**src/rtl/alu_test_pkg.sv**
```systemverilog
// Shared definitions for the ALU pattern sequencer and its response checkers:
// sequencer states and the pattern ROM word layout.
package alu_test_pkg;

    localparam int PAT_W = 9;

    // Pattern word: {ain[1:0], bin[1:0], sel, expected[1:0], mask[1:0]}
    localparam int AIN_MSB  = 8;
    localparam int AIN_LSB  = 7;
    localparam int BIN_MSB  = 6;
    localparam int BIN_LSB  = 5;
    localparam int SEL_BIT  = 4;
    localparam int XPCT_MSB = 3;
    localparam int XPCT_LSB = 2;
    localparam int MASK_MSB = 1;
    localparam int MASK_LSB = 0;

    typedef enum logic [2:0] {
        ST_IDLE   = 3'd0,
        ST_FETCH  = 3'd1,
        ST_LOAD   = 3'd2,
        ST_SETTLE = 3'd3,
        ST_STROBE = 3'd4,
        ST_DONE   = 3'd5
    } seq_state_e;

endpackage

```
**src/rtl/alu_resp_cmp.sv**
```systemverilog
// Masked compare of an ALU response against its expected value.
// A zero mask bit makes that response bit a don't-care.
module alu_resp_cmp (
    input  logic [1:0] zout,
    input  logic [1:0] xpct,
    input  logic [1:0] mask,
    output logic       mismatch
);

    assign mismatch = |((zout ^ xpct) & mask);

endmodule

```
**src/rtl/alu_pattern_seq.sv**
```systemverilog
// Hardware pattern sequencer for the 2-bit ALU: fetch, apply, settle, strobe, check.
// Define ALU_PATTERN_SEQ_FAIL_LOG_EN to add the first_fail index log.
module alu_pattern_seq
    import alu_test_pkg::*;
#(
    parameter int IDX_W  = 4,
    parameter int SETTLE = 2
) (
    input  logic             clk,
    input  logic             rst_n,
    input  logic             start,
    input  logic [IDX_W-1:0] num_pat,
    output logic             pat_rd,
    output logic [IDX_W-1:0] pat_addr,
    input  logic [PAT_W-1:0] pat_data,
    output logic [1:0]       ain,
    output logic [1:0]       bin,
    output logic             sel,
    input  logic [1:0]       zout,
    output logic             busy,
    output logic             done,
    output logic             pass,
    output logic [IDX_W:0]   fail_cnt,
`ifdef ALU_PATTERN_SEQ_FAIL_LOG_EN
    output logic [IDX_W-1:0] first_fail,
`endif
    output logic [2:0]       dbg_state
);

    localparam logic [3:0]       SETTLE_INIT = 4'(SETTLE - 1);
    localparam logic [IDX_W-1:0] IDX_ONE     = IDX_W'(1);

    seq_state_e       state_q, state_d;
    logic [IDX_W-1:0] idx_q, idx_d;
    logic [IDX_W-1:0] num_q, num_d;
    logic [3:0]       cnt_q, cnt_d;
    logic [1:0]       ain_q, ain_d;
    logic [1:0]       bin_q, bin_d;
    logic             sel_q, sel_d;
    logic [1:0]       xpct_q, xpct_d;
    logic [1:0]       mask_q, mask_d;
    logic [IDX_W:0]   fail_cnt_q, fail_cnt_d;
    logic             pass_q, pass_d;
    logic             mismatch;
`ifdef ALU_PATTERN_SEQ_FAIL_LOG_EN
    logic [IDX_W-1:0] first_fail_q, first_fail_d;
`endif

    alu_resp_cmp u_cmp (
        .zout     (zout),
        .xpct     (xpct_q),
        .mask     (mask_q),
        .mismatch (mismatch)
    );

    always_ff @(posedge clk or negedge rst_n) begin
        if (!rst_n) begin
            state_q    <= ST_IDLE;
            idx_q      <= '0;
            num_q      <= '0;
            cnt_q      <= '0;
            ain_q      <= '0;
            bin_q      <= '0;
            sel_q      <= 1'b0;
            xpct_q     <= '0;
            mask_q     <= '0;
            fail_cnt_q <= '0;
            pass_q     <= 1'b0;
        end else begin
            state_q    <= state_d;
            idx_q      <= idx_d;
            num_q      <= num_d;
            cnt_q      <= cnt_d;
            ain_q      <= ain_d;
            bin_q      <= bin_d;
            sel_q      <= sel_d;
            xpct_q     <= xpct_d;
            mask_q     <= mask_d;
            fail_cnt_q <= fail_cnt_d;
            pass_q     <= pass_d;
        end
    end

`ifdef ALU_PATTERN_SEQ_FAIL_LOG_EN
    always_ff @(posedge clk or negedge rst_n) begin
        if (!rst_n) begin
            first_fail_q <= '0;
        end else begin
            first_fail_q <= first_fail_d;
        end
    end

    assign first_fail = first_fail_q;
`endif

    always_comb begin
        state_d    = state_q;
        idx_d      = idx_q;
        num_d      = num_q;
        cnt_d      = cnt_q;
        ain_d      = ain_q;
        bin_d      = bin_q;
        sel_d      = sel_q;
        xpct_d     = xpct_q;
        mask_d     = mask_q;
        fail_cnt_d = fail_cnt_q;
        pass_d     = pass_q;
`ifdef ALU_PATTERN_SEQ_FAIL_LOG_EN
        first_fail_d = first_fail_q;
`endif

        case (state_q)
            ST_IDLE: begin
                if (start) begin
                    fail_cnt_d = '0;
`ifdef ALU_PATTERN_SEQ_FAIL_LOG_EN
                    first_fail_d = '0;
`endif
                    if (num_pat != '0) begin
                        num_d   = num_pat;
                        idx_d   = '0;
                        pass_d  = 1'b0;
                        state_d = ST_FETCH;
                    end else begin
                        // An empty run trivially passes.
                        pass_d  = 1'b1;
                        state_d = ST_DONE;
                    end
                end
            end

            ST_FETCH: begin
                state_d = ST_LOAD;
            end

            ST_LOAD: begin
                ain_d   = pat_data[AIN_MSB:AIN_LSB];
                bin_d   = pat_data[BIN_MSB:BIN_LSB];
                sel_d   = pat_data[SEL_BIT];
                xpct_d  = pat_data[XPCT_MSB:XPCT_LSB];
                mask_d  = pat_data[MASK_MSB:MASK_LSB];
                cnt_d   = SETTLE_INIT;
                state_d = ST_SETTLE;
            end

            ST_SETTLE: begin
                if (cnt_q == '0) begin
                    state_d = ST_STROBE;
                end else begin
                    cnt_d = cnt_q - 1'b1;
                end
            end

            ST_STROBE: begin
                if (mismatch) begin
                    if (fail_cnt_q != '1) begin
                        fail_cnt_d = fail_cnt_q + 1'b1;
                    end
`ifdef ALU_PATTERN_SEQ_FAIL_LOG_EN
                    if (fail_cnt_q == '0) begin
                        first_fail_d = idx_q;
                    end
`else
                    // Without the fail log only the count records the mismatch.
`endif
                end
                // pass is settled here so it is already valid during the done pulse.
                if (idx_q == num_q - IDX_ONE) begin
                    pass_d  = (fail_cnt_d == '0);
                    state_d = ST_DONE;
                end else begin
                    idx_d   = idx_q + 1'b1;
                    state_d = ST_FETCH;
                end
            end

            ST_DONE: begin
                state_d = ST_IDLE;
            end

            default: begin
                state_d = ST_IDLE;
            end
        endcase
    end

    assign pat_rd    = (state_q == ST_FETCH);
    assign pat_addr  = idx_q;
    assign ain       = ain_q;
    assign bin       = bin_q;
    assign sel       = sel_q;
    assign busy      = (state_q != ST_IDLE);
    assign done      = (state_q == ST_DONE);
    assign pass      = pass_q;
    assign fail_cnt  = fail_cnt_q;
    assign dbg_state = state_q;

endmodule

```
**config.mk**
```make
export PLATFORM = sky130hd
export DESIGN_NAME = alu_pattern_seq
export DESIGN_NICKNAME = d
export VERILOG_FILES = /design/src/rtl/alu_test_pkg.sv /design/src/rtl/alu_resp_cmp.sv /design/src/rtl/alu_pattern_seq.sv
export SDC_FILE = /design/constraint.sdc
export NUM_CORES = 1
export LEC_CHECK = 0
export BUFFER_PORTS_ARGS = -buffer_cell sky130_fd_sc_hd__buf_2
export CORE_ASPECT_RATIO = 0.5
export CORE_MARGIN = 2
export CORE_UTILIZATION = 50
export CTS_BUF_LIST = sky130_fd_sc_hd__clkbuf_8
export DETAILED_ROUTE_END_ITERATION = 8
export PLACE_DENSITY = 0.75
export SYNTH_ARGS = -nofsm -noshare
export SYNTH_HDL_FRONTEND = slang
export SYNTH_SLANG_ARGS = --single-unit
```
**constraint.sdc**
```tcl
create_clock -name clk -period 1.78 [get_ports clk]
set_clock_uncertainty 0.05 [all_clocks]
set_input_delay 0.267 -clock clk [delete_from_list [all_inputs] [get_ports clk]]
set_output_delay 0.267 -clock clk [all_outputs]
set_load 0.005 [all_outputs]
```
* Word-level counts from Yosys, hierarchy flattened
Cells that the tools add are included.
** Word-level totals
- Bits in registers :: 30
- Input port bits :: 18
- Logic and storage cells :: 64
** Operators by class
- $add $sub $neg :: 4
- Eq/ne operators :: 13
- Multiplexer cells :: 20
- Bitwise operators :: 2
- Reductions and logical operators :: 14
** Operator list (number)
- 5-bit two-way mux :: 4
- 4-bit two-way mux :: 4
- 4-bit case mux with 2 select lines :: 2
- 3-bit case mux with 5 select lines :: 1
- 3-bit two-way mux :: 4
- 2-bit inequality test, second input constant :: 6
- 5-bit case mux with 2 select lines :: 1
- 4-bit by 1-bit subtractor with 4-bit output, second input constant :: 2
- 3-bit by 2-bit equality test with 1-bit output, second input constant :: 2
- 3-bit equality test, second input constant :: 2
- 2-bit AND reduction :: 3
- 3-bit AND reduction :: 2
- 5-bit by 1-bit adder with 5-bit output, second input constant :: 1
- 5-bit zero test :: 1
- 5-bit inequality test, second input constant :: 1
- 4-bit by 1-bit adder with 4-bit output, second input constant :: 1
- 4-bit equality test :: 1
- 4-bit zero test :: 1
- 4-bit AND reduction :: 1
- 2-bit nonzero test :: 2
- 4-bit nonzero test :: 1
- 3-bit by 1-bit equality test with 1-bit output, second input constant :: 1
- 3-bit zero test :: 1
- 1-bit two-way mux :: 3
- 5 further kinds :: 5

* Longest topological paths before layout
Gate-level depths: netlist of the first run.
- Depth in word-level cells :: 8
- Mapped depth :: 7

* Modules after synthesis
A second synthesis of the first run with hierarchy kept.
** Unflattened totals
- Cells, all modules :: 158
- Area total of the unflattened synthesis :: 1616.6 sq um
** By module, submodules not included
- alu_pattern_seq :: instances 1, cells each 155, area an instance 1590.3 sq um, sequential area each 750.7 sq um
- alu_resp_cmp :: instances 1, cells each 3, area an instance 26.3 sq um, sequential area each 0.0 sq um

* Worst setup path after synthesis of the first run
OpenSTA, ideal clock, no wires.
- Path kind :: flip-flop to flip-flop
- Start :: register state_q[2], in the netlist dbg_state[2]
- End :: register ain_q[0], in the netlist ain[0]
- Library setup time :: 0.125 ns
- Arrival time :: 1.567 ns
- Required time :: 1.605 ns
- Path slack :: 0.038 ns
- Cell stages (with the launch flop) :: 6
- Buffers on the path :: 2
- Clock period less this slack :: 1.742 ns
- Cell sequence :: dfrtp_1 buf_6 and2b_2 nor2b_1 buf_2 mux2_2
** On the way
- Word-level cells in the longest chain between the ends :: 1
** RTL lines
- from (decl) :: line alu_pattern_seq.sv:33 : seq_state_e state_q, state_d;
- from (signal assigned) :: line alu_pattern_seq.sv:70 : state_q <= state_d;
- 3-bit by 2-bit equality test with 1-bit output :: line alu_pattern_seq.sv:112 : case (state_q)
- to (signal assigned) :: line alu_pattern_seq.sv:74 : ain_q <= ain_d;
- to (decl) :: line alu_pattern_seq.sv:37 : logic [1:0] ain_q, ain_d;
No other way between the ends.
A chain may end at the register's enable or synchronous reset.

* Worst setup path after layout of the first run
- Start :: register state_q[1], in the netlist dbg_state[1]
- End :: output port busy
** On the way
- Word-level cells in the longest chain between the ends :: 1
** RTL lines
- 3-bit nonzero test :: line alu_pattern_seq.sv:192 : assign busy = (state_q != ST_IDLE);
- to (decl) :: line alu_pattern_seq.sv:20 : output logic busy,
No other way between the ends.

==> impl_summary.txt, run 1 <==
----------------------------------------------------
[Worst hold path]
  Cell count of the worst hold path ... 2
  Classification of the worst-slack hold path ... input pin to flip-flop
  Start point of the worst hold path ... pat_data[1]
  Sink of the worst hold path ... mask_q[1]

[Die]
  Core Region ... 0.00305 mm2
  Die area ... 0.00373 mm2
  Number of cell rows ... 14
  I/O Pins ... 39
  DIE HEIGHT ... 44.2 um
  DIE WIDTH ... 84.4 um
  Starting Density ... 53.1%

[Placed design]
  Final weighted congestion in routability-driven placement ... 0.817
  Post-Place Worst Slack ... -111 ps
  Total of buffers placed on input and output ports ... 38
  HPWL after detailed placement ... 2380 um

[Synthesis]
  Netlist cell types ... 51
  Area of the mapped netlist ... 0.00162 mm2
  Synth Flop Type ... dfrtp_1
  Number of enable flip-flop cells after synthesis ... 0
  Proportion of synthesized chip area in sequential cells ... 46.4%
  Number of nets in the synthesized netlist ... 169
  Post-synthesis average cell area ... 11.0 um2
  Seq cells post-synth ... 30
  Count of mapped cells out of synthesis ... 147
  Asr flop ratio synth ... 100%
  Ys Warns ... 0

[Finish]
  Layout area overhead ... 30.1%
  Final core area utilization ... 69.0%
  Proportion of layout cells with a drive suffix above 1 ... 46.1%
  Net count, final ... 225
  Most frequent standard cell in the layout excluding fill and tap cells ... buf_2
  Fill cell total of the finished layout ... 240
  Highest-count cells in the layout ignoring fill and taps ... buf_2, dfrtp_1, buf_4, nand2_1, mux2_2
  Antenna Diode Count ... 0

[Detailed routing]
  Violation count after the first detailed-routing iteration ... 51
  Total iterations of the first detailed-routing run ... 4
  Post-detailed-route DRC marker count ... 0
  Vias ... 1,313
  Post-detailed-routing wire length ... 3450 um
  Detail Route Antenna Nets ... 0
  Routed length per instance ... 14.1 um
  Per-cell via count in the routed design ... 5.38

[Timing]
  Slew @ Worst Pin ... 675 ps
  Least setup slack across all paths after layout ... 47.9 ps
  Worst slew margin relative to its limit ... 55.0%
  Setup repair after global routing missed its margin ... yes
  Endpoints failing hold ... 0
  Fin. max-slew vios ... 0
  Time the worst path needs with I/O delays and setup ... 1730 ps
  Finish-stage setup viols ... 0
  Max Clk Rate ... 577 MHz
  TNS Setup ... 0 ps
  Tcrit/Tclk final ... 97.3%

[Power]
  LEAKAGE ... 0.00101 uW
  Pint ... 2220 uW
  Switching Fraction ... 38.0%
  Relative contribution of sequential cells to total power ... 33.1%
  Maximum VDD drop ... 1040 uV
  NetSw ... 1360 uW
  Cell area power density ... 1700 mW/mm2
  Fraction of power consumed by the clock network ... 16.2%
  Logic gate share of total power ... 50.7%

[Critical path]
  Type of origin of the critical path ... flip-flop
  Arrival time reported for the critical path endpoint ... 1420 ps
  Launch instance of the worst register-to-register path ... num_q[0]
  Data required time at the worst endpoint ... 1460 ps
  Kind of cell adding the most delay to the critical path ... simple AND/OR/NAND/NOR gates
  Crit Path Category ... flip-flop to output pin
  Setup slack, reg-to-reg ... 70 ps
  Highest cell delay on the worst timing path ... 430 ps
  FF-to-FF End ... dbg_state[2]
  Top fanout value on the critical path ... 7
  Cell at the slowest stage of the critical path ... or3_2
  Critical-path cell list ... buf_6 > or3_2 > buf_2
  Kind of end point of the critical path ... output pin
  Critical path buffer and inverter count ... 2
  Cell depth of the worst flop-to-flop path ... 8

[GRT]
  Global-route wire length before repair ... 5580 um
  GRT overflow ... 0
  Overall fraction of global-route tracks in use ... 19.9%
  Via count of the first global-routing pass ... 1,230
  Initial antenna violation count ... 0
  Largest net degree at the start of global routing ... 31

[Run]
  Number of max-cap violations ... 0

[Clock tree]
  Clk Latency, worst-skew pair ... 290 ps
  Total clock sinks ... 30
  Clk pin slew, worst setup/hold paths ... 70 ps
  Root buffer cell ... clkbuf_8
  CTS tree ... yes
  Clock buffers created by TritonCTS ... 5
  H-tree depth reported by CTS ... 2
  Deepest clock path buffer count ... 2

[Run status]
  Run status ... complete, no violations

----------------------------------------------------
[synth_stat cells (all sizes together), types with 3 or more instances]
cell,count,area share (%)
a21oi,8,2.7
nand2,13,3.0
a41oi,3,1.6
o21ai,5,1.5
nor2,7,1.6
ha,4,3.1
xnor2,4,2.2
or3,3,1.2
dfrtp,30,46
nor3,5,2.2
mux2,10,7.0
a22o,5,2.7
inv,6,1.4
xor2,4,2.2
buf,4,2.6
a31oi,3,1.2
[metal layers]
layer | share of wire, % | GRT usage [%] | routed length (um) | vias up
met1 | 48 | 25.2 | 1650 | 629
met3 | 3.7 | 5.60 | 126 | 7
li1 | - | - | - | 651
met2 | 46 | 32.5 | 1600 | 26
met5 | 0 | 0 | 0 | -
met4 | 2.1 | 9.52 | 72 | 0
[flip-flops by register name (all words and copies together), names as in the netlist]
| register | cells |
|---|---|
| pat_addr | 4 |
| num_q | 4 |
| cnt_q | 4 |
| bin | 2 |
| mask_q | 2 |
| ain | 2 |
| pass | 1 |
| dbg_state | 3 |
| fail_cnt | 5 |
| xpct_q | 2 |
| sel | 1 |
[worst max path at each step]
stage,start,end,cells past startpoint
finish,dbg_state[1],busy,3
global route,num_q[0],dbg_state[2],8
CTS,pat_addr[2],pat_addr[3],5
detailed placement,num_q[0],pat_addr[3],7
global placement,num_q[0],pat_addr[3],7
floorplan,dbg_state[2],ain[0],5
[timing repair]
| action | 4_1_cts | 5_1_grt |
|---|---|---|
| pin swaps | 3 | 2 |
| hold buffers | 1 | 0 |
| setup buffers | 1 | 4 |
| hold endpoints to repair | 30 | 0 |
| resized for setup | 1 | 14 |
| endpoints found under the setup margin | 5 | 6 |
[final cells by class]
class | instances | area, um2 | share of cell area, %
Multi-Input combinational cell | 105 | 857 | 40.7
Sequential cell | 30 | 752 | 35.7
Timing Repair Buffer | 55 | 328 | 15.6
Clock buffer | 6 | 82.6 | 3.92
Tap cell | 40 | 50.0 | 2.38
Inverter | 6 | 22.5 | 1.07
Clock inverter | 2 | 12.5 | 0.595
[per-stage QoR]
step           area, um2  power [uW]  instances  hold WS (ps)
3_5_place_dp        1890        2750        230           296
6_report            2100        3580        244           158
4_1_cts             2010        3410        240           152
3_3_place_gp        1890        2680        230           288
2_1_floorplan       1620        2240        147         -78.6
5_1_grt             2100        3850        244           154
[power groups by stage]
stage	clock, uW	sequential (uW)	combinational [uW]
5_1_grt	625	1220	2000
3_3_place_gp	0	1170	1510
6_report	581	1190	1810
3_5_place_dp	0	1190	1560
4_1_cts	593	1180	1640
2_1_floorplan	0	1170	1070
[logic make-up (layout without fill, tap and decap cells)]
group	Yosys count	count (layout)	share of synthesized area, %
buf+inv	12	69	4.49
simple gates	45	45	16.2
flops	30	30	46.4
fa+ha+maj	4	4	3.09
mux	11	11	7.58
compound gates	36	36	16.4
xor+xnor	9	9	5.80
Power figures use the tool's default switching activity.
==> run 2: changes to the inputs <==
MAX_ROUTING_LAYER = met4   (was not set)
==> run 2 against run 1 <==
  * Routed wire length is 0.20% lower
  * Clock-buffer cell count stayed put
  * Via count stayed put
  * Critical path depth stayed put
  * Sequential cell count stayed put
  * Final cell count stayed put
  * Core utilization stayed put
  * Sequential power hardly changed
  * Fmax hardly changed
  * Combinational power hardly changed
  * First-iteration DRC count is 3.9% lower
  * Total power hardly changed
==> impl_summary.txt, run 2 (synthesis results as in run 1) <==
----------------------------------------------------
[Placed design]
  Final weighted congestion in routability-driven placement ... 0.829 (+1.5%)
  HPWL after detailed placement ... 2380 um (unchanged)
  Total of buffers placed on input and output ports ... 38 (unchanged)
  Post-Place Worst Slack ... -111 ps (unchanged)
  Area of placed instances ... 0.00189 mm2 (unchanged)

[Clock tree]
  CTS tree ... yes
  Root buffer cell ... clkbuf_8
  Clock buffers created by TritonCTS ... 5 (unchanged)
  Clk pin slew, worst setup/hold paths ... 70 ps (about the same)
  Total clock sinks ... 30 (unchanged)
  Clk Latency, worst-skew pair ... 290 ps (about the same)
  H-tree depth reported by CTS ... 2 (unchanged)
  Deepest clock path buffer count ... 2 (unchanged)

[Finish]
  Layout area overhead ... 30.1% (unchanged)
  Antenna Diode Count ... 0 (unchanged)
  Net count, final ... 225 (unchanged)
  Most frequent standard cell in the layout excluding fill and tap cells ... buf_2
  Finished Cell Area ... 0.00210 mm2 (unchanged)
  Flip-flop count of the largest register, all copies and words added ... 5 (unchanged)
  Proportion of layout cells with a drive suffix above 1 ... 46.1% (unchanged)
  Fill cell total of the finished layout ... 240 (unchanged)
  Highest-count cells in the layout ignoring fill and taps ... buf_2, dfrtp_1, buf_4, nand2_1, mux2_2

[Power]
  Maximum VDD drop ... 1040 uV (about the same)
  Total power after layout ... 3580 uW (about the same)
  Cell area power density ... 1700 mW/mm2 (about the same)
  LEAKAGE ... 0.00101 uW (unchanged)

[Critical path]
  Launch instance of the worst register-to-register path ... num_q[0]
  Top fanout value on the critical path ... 7 (unchanged)
  Arrival time reported for the critical path endpoint ... 1420 ps (about the same)
  Kind of cell adding the most delay to the critical path ... simple AND/OR/NAND/NOR gates
  Kind of end point of the critical path ... output pin
  FF-to-FF End ... dbg_state[2]
  Critical path buffer and inverter count ... 2 (unchanged)
  Crit Path Category ... flip-flop to output pin
  Critical-path cell list ... buf_6 > or3_2 > buf_2
  Type of origin of the critical path ... flip-flop
  Cell at the slowest stage of the critical path ... or3_2
  Data required time at the worst endpoint ... 1460 ps (about the same)
  Cell depth of the worst flop-to-flop path ... 8 (unchanged)
  Highest cell delay on the worst timing path ... 430 ps (about the same)
  Setup slack, reg-to-reg ... 70 ps (about the same)

[Detailed routing]
  DRT met1 WL ... 1650 um (about the same)
  Violation count after the first detailed-routing iteration ... 49 (-3.9%)
  Total iterations of the first detailed-routing run ... 4 (unchanged)
  Detailed-routed wire length on met3 ... 126 um (unchanged)
  Post-detailed-routing wire length ... 3440 um (-0.20%)
  Top layer used by detailed routing ... met4
  Post-detailed-route DRC marker count ... 0 (unchanged)
  Detail Route Antenna Nets ... 0 (unchanged)
  Vias ... 1,313 (unchanged)
  Routed length per instance ... 14.1 um (-0.20%)
  Per-cell via count in the routed design ... 5.38 (unchanged)
  Routed length on met2 ... 1590 um (-0.56%)

[Worst hold path]
  Classification of the worst-slack hold path ... input pin to flip-flop
  Sink of the worst hold path ... mask_q[1]
  Start point of the worst hold path ... pat_data[1]
  Cell count of the worst hold path ... 2 (unchanged)

[Die]
  I/O Pins ... 39 (unchanged)
  DIE HEIGHT ... 44.2 um (unchanged)
  Number of cell rows ... 14 (unchanged)
  DIE WIDTH ... 84.4 um (unchanged)
  Core Region ... 0.00305 mm2 (unchanged)
  Starting Density ... 53.1% (unchanged)
  Die area ... 0.00373 mm2 (unchanged)

[Run]
  Number of max-cap violations ... 0 (unchanged)

[GRT]
  Global-route wire length before repair ... 5610 um (+0.48%)
  Largest net degree at the start of global routing ... 31 (unchanged)
  GRT overflow ... 0 (unchanged)
  Overall fraction of global-route tracks in use ... 20.6% (+0.75 points)
  Via count of the first global-routing pass ... 1,229 (-0.081%)
  Initial antenna violation count ... 0 (unchanged)

[Timing]
  Endpoints failing hold ... 0 (unchanged)
  Finish-stage setup viols ... 0 (unchanged)
  Max Clk Rate ... 577 MHz (about the same)
  Slew @ Worst Pin ... 676 ps (+0.127 ps)
  Worst slew margin relative to its limit ... 55.0% (about the same)
  Setup repair after global routing missed its margin ... yes
  Fin. max-slew vios ... 0 (unchanged)
  Time the worst path needs with I/O delays and setup ... 1730 ps (+0.454 ps)
  Worst hold slack after final layout ... 157 ps (-0.0730 ps)
  Least setup slack across all paths after layout ... 47.4 ps (-0.454 ps)
  Tcrit/Tclk final ... 97.3% (about the same)
  TNS Setup ... 0 ps (unchanged)

[Run status]
  Run status ... complete, no violations

----------------------------------------------------
==> run 2: cell counts in the layout (fill, tap and decap cells not counted) <==
Identical to the previous run, type by type.
==> run 2: what timing repair did <==
action | 4_1_cts | 5_1_grt
endpoints found under the hold margin | 30 | 0
endpoints found under the setup margin | 5 | 6
buffers inserted | 1 | 4
hold buffers | 1 | 0
pin swaps | 3 | 2
gates resized for setup | 1 | 14
==> run 2: cell type report <==
| class | instances | area [um2] | area share [%] |
|---|---|---|---|
| multi-input cells | 105 | 857 | 40.7 |
| flip-flops and latches | 30 | 752 | 35.7 |
| repair buffers | 55 | 328 | 15.6 |
| clock buffers | 6 | 82.6 | 3.92 |
| well taps | 40 | 50.0 | 2.38 |
| inverters | 6 | 22.5 | 1.07 |
| clock inverters | 2 | 12.5 | 0.595 |
==> run 2: through the flow <==
step,std cells,util (%)
3_3_place_gp,230,62.0
2_1_floorplan,147,-
4_1_cts,240,65.9
6_report,244,69.0
5_1_grt,244,69.0
3_5_place_dp,230,62.0
==> run 2: worst max-delay path by stage <==
stage                 startpoint      endpoint  cells past startpoint
floorplan           dbg_state[2]        ain[0]                      5
global placement        num_q[0]   pat_addr[3]                      7
finish              dbg_state[1]          busy                      3
CTS                  pat_addr[2]   pat_addr[3]                      5
global route            num_q[0]  dbg_state[2]                      8
detailed placement      num_q[0]   pat_addr[3]                      7
==> run 2: routing by layer <==
layer  vias to the layer above  GRT usage [%]
li1                        651              -
met1                       629           25.5
met2                        26           32.5
met3                         7           5.60
met4                         0           9.52
met5                         -              -
==> run 2: power breakdown <==
| part | switching [uW] | internal [uW] | total (uW) | leakage [uW] |
|---|---|---|---|---|
| Combinational | 856 | 957 | 1810 | 0.000582 |
| Clock | 271 | 310 | 581 | 0.0000472 |
| Sequential | 232 | 954 | 1190 | 0.000376 |
==> run 3: changes to the inputs <==
==> constraint.sdc (replaced) <==
create_clock -name clk -period 1.78 [get_ports clk]
set_clock_uncertainty 0.05 [all_clocks]
set_input_delay 0.178 -clock clk [delete_from_list [all_inputs] [get_ports clk]]
set_output_delay 0.178 -clock clk [all_outputs]
set_load 0.005 [all_outputs]
==> run 3 against run 2 <==
  * Non-clock buffer count is the same
  * Register-to-register slack is essentially flat
  * Critical path type is now flip-flop to flip-flop
  * Global-route usage is the same
  * Final area shrank 0.36%
  * Core utilization shrank 0.25 points
  * Via count grew 0.15%
  * Sequential power is essentially flat
==> impl_summary.txt, run 3 (synthesis results as in run 1) <==
----------------------------------------------------
[GRT]
  GRT overflow ... 0 (unchanged)
  Global-route wire length before repair ... 5610 um (unchanged)
  Overall fraction of global-route tracks in use ... 20.6% (unchanged)
  GR Layer Usage met1 ... 25.5% (unchanged)
  Initial antenna violation count ... 0 (unchanged)
  Met3 track demand over resource in global routing ... 5.60% (unchanged)
  Largest net degree at the start of global routing ... 31 (unchanged)
  GRT busiest layer ... met2
  Global Route met2 Usage ... 32.5% (unchanged)
  Via count of the first global-routing pass ... 1,229 (unchanged)

[Timing]
  Fin. max-slew vios ... 0 (unchanged)
  Setup repair after global routing missed its margin ... yes
  Endpoints failing hold ... 0 (unchanged)
  Finish-stage setup viols ... 0 (unchanged)
  Time the worst path needs with I/O delays and setup ... 1710 ps (-18.9 ps)
  Max Clk Rate ... 584 MHz (+1.1%)
  TNS Setup ... 0 ps (unchanged)
  Worst slew margin relative to its limit ... 55.0% (about the same)
  Slew @ Worst Pin ... 675 ps (-0.417 ps)
  Tcrit/Tclk final ... 96.3% (-1.1 points)

[Finish]
  Layout area overhead ... 29.6%
  Final cell count without fillers ... 244 (unchanged)
  Finished Cell Area ... 0.00210 mm2 (-0.36%)
  Highest-count cells in the layout ignoring fill and taps ... buf_2, dfrtp_1, buf_4, nand2_1, mux2_2
  Antenna Diode Count ... 0 (unchanged)
  Net count, final ... 225 (unchanged)
  Proportion of layout cells with a drive suffix above 1 ... 46.1% (unchanged)
  Flip-flop count of the largest register, all copies and words added ... 5 (unchanged)
  Most frequent standard cell in the layout excluding fill and tap cells ... buf_2

[Die]
  Starting Density ... 53.1% (unchanged)
  Die area ... 0.00373 mm2 (unchanged)
  I/O Pins ... 39 (unchanged)
  DIE HEIGHT ... 44.2 um (unchanged)
  Number of cell rows ... 14 (unchanged)
  DIE WIDTH ... 84.4 um (unchanged)
  Core Region ... 0.00305 mm2 (unchanged)

[Critical path]
  Kind of end point of the critical path ... flip-flop
  Top fanout value on the critical path ... 3 (-4)
  Highest cell delay on the worst timing path ... 400 ps (-30 ps)
  Data required time at the worst endpoint ... 1950 ps (+490 ps)
  Crit Path Category ... flip-flop to flip-flop
  Critical-path cell list ... inv_2 > ha_4 > xnor2_2 > nor3_4 > buf_4 > a31o_2 > nand2_2 > a21oi_2
  Arrival time reported for the critical path endpoint ... 1880 ps (+460 ps)
  Type of origin of the critical path ... flip-flop
  Cell at the slowest stage of the critical path ... dfrtp_1

[Placed design]
  Area of placed instances ... 0.00189 mm2 (unchanged)
  Total of buffers placed on input and output ports ... 38 (unchanged)
  Final weighted congestion in routability-driven placement ... 0.829 (unchanged)
  Placed cell count ... 230 (unchanged)
  HPWL after detailed placement ... 2380 um (unchanged)

[Detailed routing]
  Violation count after the first detailed-routing iteration ... 61 (+24%)
  Detail Route Antenna Nets ... 0 (unchanged)
  Total iterations of the first detailed-routing run ... 4 (unchanged)
  Post-detailed-route DRC marker count ... 0 (unchanged)
  Per-cell via count in the routed design ... 5.39 (+0.15%)
  Routed length per instance ... 13.9 um (-1.1%)
  Post-detailed-routing wire length ... 3400 um (-1.1%)
  Vias ... 1,315 (+0.15%)

[Clock tree]
  Clock buffers created by TritonCTS ... 5 (unchanged)
  Root buffer cell ... clkbuf_8
  Total clock sinks ... 30 (unchanged)
  Deepest clock path buffer count ... 2 (unchanged)
  Clk pin slew, worst setup/hold paths ... 70 ps (about the same)
  H-tree depth reported by CTS ... 2 (unchanged)
  CTS tree ... yes
  Clk Latency, worst-skew pair ... 290 ps (about the same)

[Power]
  LEAKAGE ... 0.00100 uW (-0.24%)
  Cell area power density ... 1700 mW/mm2 (-0.26%)
  Maximum VDD drop ... 1030 uV (-0.53%)

[Run]
  Number of max-cap violations ... 0 (unchanged)

[Run status]
  Run status ... complete, no violations

[Worst hold path]
  Classification of the worst-slack hold path ... input pin to flip-flop

----------------------------------------------------
## run 3: final cells by class
cell class / instances / area (um2)
Clock buffer: 6 / 82.6
Fill cell: 239 / 951
Inverter: 6 / 22.5
Multi-Input combinational cell: 105 / 857
Sequential cell: 30 / 752
Timing Repair Buffer: 55 / 320
Tap cell: 40 / 50.0
Clock inverter: 2 / 12.5
## run 3: critical path, delay by kind of cell, from the launching register on
kind	cells	cell delay, ps
fa+ha+maj	1	200
flops	1	400
compound gates	2	290
xor+xnor	1	150
simple gates	2	340
buf+inv	2	230
## run 3: through the flow
| step | utilization [%] | worst slack [ps] | hold slack, ps | total power (uW) |
|---|---|---|---|---|
| after floorplan | - | 38.3 | -168 | 2240 |
| after global placement | 62.0 | 35.0 | 199 | 2680 |
| after detailed placement | 62.0 | -111 | 207 | 2750 |
| after CTS | 65.9 | 5.99 | 62.9 | 3410 |
| after global routing | 68.8 | -14.2 | 65.0 | 3820 |
| final | 68.8 | 66.3 | 68.3 | 3560 |
## run 3: metal layers
| metal | share of wire, % | vias to the layer above | routed length [um] |
|---|---|---|---|
| met5 | 0 | - | 0 |
| met4 | 2.1 | 0 | 72 |
| met3 | 3.7 | 7 | 126 |
| met2 | 46 | 26 | 1570 |
| met1 | 48 | 631 | 1630 |
| li1 | - | 651 | - |
## run 3: final timing paths
| kind | from | endpoint | slack [ps] | cells after the start |
|---|---|---|---|---|
| setup reg to reg | num_q[0] | dbg_state[2] | 70 | 8 |
| max in group asynchronous | rst_n | pat_addr[2] | 790 | 2 |
| min in group asynchronous | rst_n | bin[0] | 410 | 2 |
| setup / recovery | num_q[0] | dbg_state[2] | 70 | 8 |
| hold reg to reg | sel | sel | 450 | 1 |
| hold / removal | pat_data[1] | mask_q[1] | 70 | 2 |
## run 3: where the power goes
| group | switching [uW] | internal, uW |
|---|---|---|
| combinational | 853 | 942 |
| clock | 271 | 310 |
| sequential | 228 | 954 |
| total | 1350 | 2210 |
## run 3: what timing repair did
item | 4_1_cts | 5_1_grt
endpoints found under the setup margin | 5 | 5
gates resized for setup | 1 | 12
hold endpoints to repair | 30 | 0
hold buffers | 1 | 0
pin swaps | 3 | 2
setup buffers | 1 | 4
gates cloned | 0 | 0
